## config.mk

```make
export PLATFORM = sky130hd
export DESIGN_NAME = mult_multicycle
export DESIGN_NICKNAME = d
export VERILOG_FILES = /design/src/rtl/mult_multicycle.sv
export SDC_FILE = /design/constraint.sdc
export NUM_CORES = 1
export LEC_CHECK = 0
export CAP_MARGIN = 0
export CORE_UTILIZATION = 38
export DETAILED_ROUTE_END_ITERATION = 10
export DONT_BUFFER_PORTS = 1
export GPL_TIMING_DRIVEN = 0
export PLACE_DENSITY_LB_ADDON = 0.05
export SETUP_SLACK_MARGIN = 0.2
export SLEW_MARGIN = 20
export SYNTH_ARGS = -nofsm -noshare
export SYNTH_HDL_FRONTEND = slang
export SYNTH_SLANG_ARGS = --single-unit
```

## constraint.sdc

```tcl
create_clock -name clk -period 6.99 [get_ports clk]
set_input_delay 1.0485 -clock clk [delete_from_list [all_inputs] [get_ports clk]]
set_output_delay 1.0485 -clock clk [all_outputs]
set_load 0.01 [all_outputs]
```

## src/rtl/mult_multicycle.sv

```systemverilog
// Multi-cycle integer multiplier for the EX stage.
// Operands arrive from the forwarding muxes and are captured in the issue cycle.
// Upstream stages are frozen through a combinational stall request until the
// product is registered. LATENCY counts stall cycles, including the issue
// cycle, and must be in the range 2..8.
module mult_multicycle #(
    parameter int DATA_W  = 16,
    parameter int LATENCY = 3
) (
    input  logic              clk,
    input  logic              arst_n,
    input  logic              start,
    input  logic              is_signed,
    input  logic              flush,
    input  logic [DATA_W-1:0] operand_a,
    input  logic [DATA_W-1:0] operand_b,
    output logic              stall,
    output logic              busy,
    output logic              done,
    output logic [DATA_W-1:0] product_lo,
    output logic [DATA_W-1:0] product_hi
);

    localparam int CNT_W  = 4;
    localparam int PROD_W = 2 * DATA_W;

    typedef enum logic [1:0] {S_IDLE, S_BUSY, S_DONE} state_t;

    // Operands latched at issue. Inputs are ignored after the issue cycle.
    typedef struct packed {
        logic              sgn;
        logic [DATA_W-1:0] a;
        logic [DATA_W-1:0] b;
    } req_t;

    state_t              r_state;
    logic [CNT_W-1:0]    r_cnt;
    req_t                r_req;
    logic                r_busy;
    logic                r_done;
    logic [DATA_W-1:0]   r_prod_lo;
    logic [DATA_W-1:0]   r_prod_hi;

    logic [PROD_W-1:0]   w_a_ext;
    logic [PROD_W-1:0]   w_b_ext;
    logic [PROD_W-1:0]   w_prod;
    logic                w_stall;

    // Extend both operands to full product width. The low PROD_W bits of the
    // product are then exact for both signed and unsigned modes.
    assign w_a_ext = {{DATA_W{r_req.sgn & r_req.a[DATA_W-1]}}, r_req.a};
    assign w_b_ext = {{DATA_W{r_req.sgn & r_req.b[DATA_W-1]}}, r_req.b};
    assign w_prod  = w_a_ext * w_b_ext;

    // Stall request: raised in the issue cycle and through BUSY. A flush drops
    // it in the same cycle. It is held low while reset is asserted.
    always_comb begin
        w_stall = 1'b0;
        case (r_state)
            S_IDLE:  w_stall = start & ~flush;
            S_BUSY:  w_stall = ~flush;
            default: w_stall = 1'b0;
        endcase
        if (!arst_n) w_stall = 1'b0;
    end

    // Control FSM with capture, countdown and product register.
    always_ff @(posedge clk or negedge arst_n) begin
        if (!arst_n) begin
            r_state   <= S_IDLE;
            r_cnt     <= '0;
            r_req     <= '0;
            r_busy    <= 1'b0;
            r_done    <= 1'b0;
            r_prod_lo <= '0;
            r_prod_hi <= '0;
        end else begin
            r_done <= 1'b0;
            case (r_state)
                S_IDLE: begin
                    if (start && !flush) begin
                        r_req.sgn <= is_signed;
                        r_req.a   <= operand_a;
                        r_req.b   <= operand_b;
                        r_cnt     <= CNT_W'(LATENCY - 1);
                        r_state   <= S_BUSY;
                        r_busy    <= 1'b1;
                    end
                end
                S_BUSY: begin
                    if (flush) begin
                        r_state <= S_IDLE;
                        r_busy  <= 1'b0;
                        r_cnt   <= '0;
                    end else begin
                        r_cnt <= r_cnt - CNT_W'(1);
                        if (r_cnt == CNT_W'(1)) begin
                            r_prod_lo <= w_prod[DATA_W-1:0];
                            r_prod_hi <= w_prod[PROD_W-1:DATA_W];
                            r_state   <= S_DONE;
                            r_busy    <= 1'b0;
                            r_done    <= 1'b1;
                        end
                    end
                end
                // start in DONE still belongs to the retiring MUL, so it is ignored.
                S_DONE: begin
                    r_state <= S_IDLE;
                end
                default: begin
                    r_state <= S_IDLE;
                    r_busy  <= 1'b0;
                end
            endcase
        end
    end

    assign stall      = w_stall;
    assign busy       = r_busy;
    assign done       = r_done;
    assign product_lo = r_prod_lo;
    assign product_hi = r_prod_hi;

endmodule

```

==> flow_summary.toml <==
[setup_path]
critPathKind = "register to register"
critical_path_arrival_ps = 6870
required_time_at_the_endpoint_of_the_critical_path_ps = 7270
critical_path.max_fanout = 10
endpoint_kind = "register"
worstSetupStartpointType = "register"

[routing]
route.final.wire_length_mm = 39.6
antenna_violating_nets_post_route = 0
drt-vias-per-instance = 4.96
detail_route.drc_violations = 0
first_pass_iters = 6
dr_total_vias = 9418
first_iteration_detailed_routing_drc_count = 374
wl_per_cell_um = 20.9

[global_routing]
antenna_found_initial = 1
first_global_vias = 10200
grt_util_all_layers_pct = 23.5
use_met3_pct = 3.67
global_route.usage.met2_pct = 39.6
grt_util_met1_pct = 31.7
global_route_wire_length_before_repair_mm = 61.7
globalRouteOverflowTotal = 0
grt_start_max_net_pins = 75
grt-busiest-layer = "met2"

[synth]
post_synth_num_cell_types = 58
ys_ff_latch = 73
postSynthCellCount = 1414
netlist_area_um2 = 13400
synth_area_per_cell_um2 = 9.50
synthesis.yosys.warnings = 0
synth_fp_nets = 1817
postSynth.topFlopCell = "dfrtp_1"
synth_edf_count = 0
synth_async_sr_flop_share_pct = 100
seq_area_frac_synth_pct = 13.6

[layout]
area_growth_syn_to_layout_pct = 8.22
postLayoutCellArea_um2 = 14500
final_layout_size_suffix_gt1_share_pct = 9.32
layout.core_utilization_pct = 42.0
final_common_cell = "inv_1"
commonest_cells_after_routing_fill_and_taps_aside = "inv_1, fa_1, nand2_1"
nNetsFinal = 1836
post_layout_nonfiller_instances = 1897

[outcome]
status = "finished, final reports clean"

[placed_design]
placedInstanceArea_um2 = 14000
port_buffers = 0
dpl.cell_count = 1869
detailed_place_hpwl_mm = 32.3
gp_routability_congestion = 0.851

[clocking]
numCtsBuffers = 9
clockBufferDepth = 2
cts.clk_slew.worst_paths_ps = 70
clk_root_buffer_cell = "clkbuf_16"
cts-htree-levels = 3
insertion_delay_ps = 350
numClockSinks = 73
tritoncts_clock_tree = "yes"

[floorplan]
die_w_um = 190
die_h_um = 190
io_pins = 72
dieArea_um2 = 36100
rows = 68
initial_utilization_pct = 38.8
floorplan.core_area_um2 = 34600

[sta]
max_slew_margin_pct = 38.5
fmax_mhz = 152
final-max-slew-violation-count = 0
timing.final.setup_violations = 0
hold_ws_ps = 393
tightestPinTransition_ps = 923
clock_skew_ps = 9.00
finalCritPeriodShare_pct = 94.1
rsz0062_at_grt = "no"
post-route-min-period_ps = 6580
finalHoldViolations = 0

[hold_path]
holdCritPathClass = "input pin to asynchronous set/reset pin"

[job]
cap_violations = 0
cell type report:
cell class	count	area (µm²)
Antenna cell	4	10.0
Buffer	59	364
Clock buffer	12	256
Clock inverter	4	51.3
Fill cell	3493	20100
Inverter	335	1260
Multi-Input combinational cell	946	10100
Sequential cell	73	1850
Tap cell	455	569
Timing Repair Buffer	9	67.6
worst max-delay path, stage by stage, from the launching register on:
cell	delay [ps]
dfrtp_2	510
clkbuf_4	290
and2_1	200
fa_1	500
inv_1	50
fa_1	420
fa_1	550
inv_1	50
fa_1	520
fa_1	510
inv_1	70
fa_1	500
inv_1	50
ha_1	380
and4_1	260
nand4_1	190
a211oi_2	330
nor3_2	140
o311a_4	390
or4_1	510
nand3_1	100
cell usage after synthesis, drive strengths merged (17+ instances only):
| master | instances | area share [%] |
|---|---|---|
| a21oi | 17 | 0.63 |
| and2 | 127 | 5.9 |
| clkbuf | 56 | 1.6 |
| dfrtp | 73 | 14 |
| fa | 282 | 42 |
| ha | 84 | 7.8 |
| inv | 335 | 9.4 |
| mux2 | 33 | 2.8 |
| nand2 | 191 | 5.3 |
| nor2 | 25 | 0.70 |
| o21ai | 32 | 1.2 |
| xnor2 | 19 | 1.2 |
cells by family (layout without fill, tap and decap cells):
| kind of cell | Yosys count | in the layout | synth area share (%) |
|---|---|---|---|
| AO/OA/AOI/OAI | 109 | 109 | 5.43 |
| XOR/XNOR | 25 | 25 | 1.74 |
| adder cells (fa/ha/maj) | 366 | 366 | 49.9 |
| buffers and inverters | 395 | 419 | 11.3 |
| flip-flops | 73 | 73 | 13.6 |
| multiplexers | 35 | 35 | 2.92 |
| other | 0 | 4 | 0 |
| AND/OR/NAND/NOR | 411 | 411 | 15.2 |
metal layers:
layer	up-vias	part of all wire (%)
met4	0	2.0
met2	185	50
met1	4925	44
met3	37	4.1
li1	4271	-
met5	-	0
worst paths after layout:
check / startpoint / end / slack [ps] / cells past startpoint
hold reg to reg: r_cnt[1]$_DFFE_PN0P_ / r_cnt[1]$_DFFE_PN0P_ / 530 / 1
setup reg to reg: r_req[22]$_DFFE_PN0P_ / product_hi[15]$_DFFE_PN0P_ / 410 / 20
setup / recovery: r_req[22]$_DFFE_PN0P_ / product_hi[15]$_DFFE_PN0P_ / 410 / 20
hold / removal: arst_n / r_cnt[3]$_DFFE_PN0P_ / 390 / 0
min in group clk: r_cnt[1]$_DFFE_PN0P_ / r_cnt[1]$_DFFE_PN0P_ / 530 / 1
max in group asynchronous: arst_n / r_req[28]$_DFFE_PN0P_ / 6410 / 0
state kept, by name (all words and copies together), names as in the netlist:
signal	cells
r_req	33
product_hi	16
product_lo	16
r_cnt	4
r_state	2
busy	1
done	1
what timing repair did:
item                                    4_1_cts  5_1_grt
setup buffers                                 2        7
resized for setup                            43       81
hold endpoints to repair                      0        0
pin swaps                                     1        2
hold buffers                                  0        0
endpoints found under the setup margin       15       11
through the flow:
stage	TNS (ps)	setup WS, ps
6_report	0	409
5_1_grt	0	199
4_1_cts	0	208
3_5_place_dp	-2900	-405
3_3_place_gp	-3030	-428
2_1_floorplan	0	606
Power is left out: the tool's default activity adds up to more than one toggle a clock period on the data nets, which glitch-free logic cannot reach.
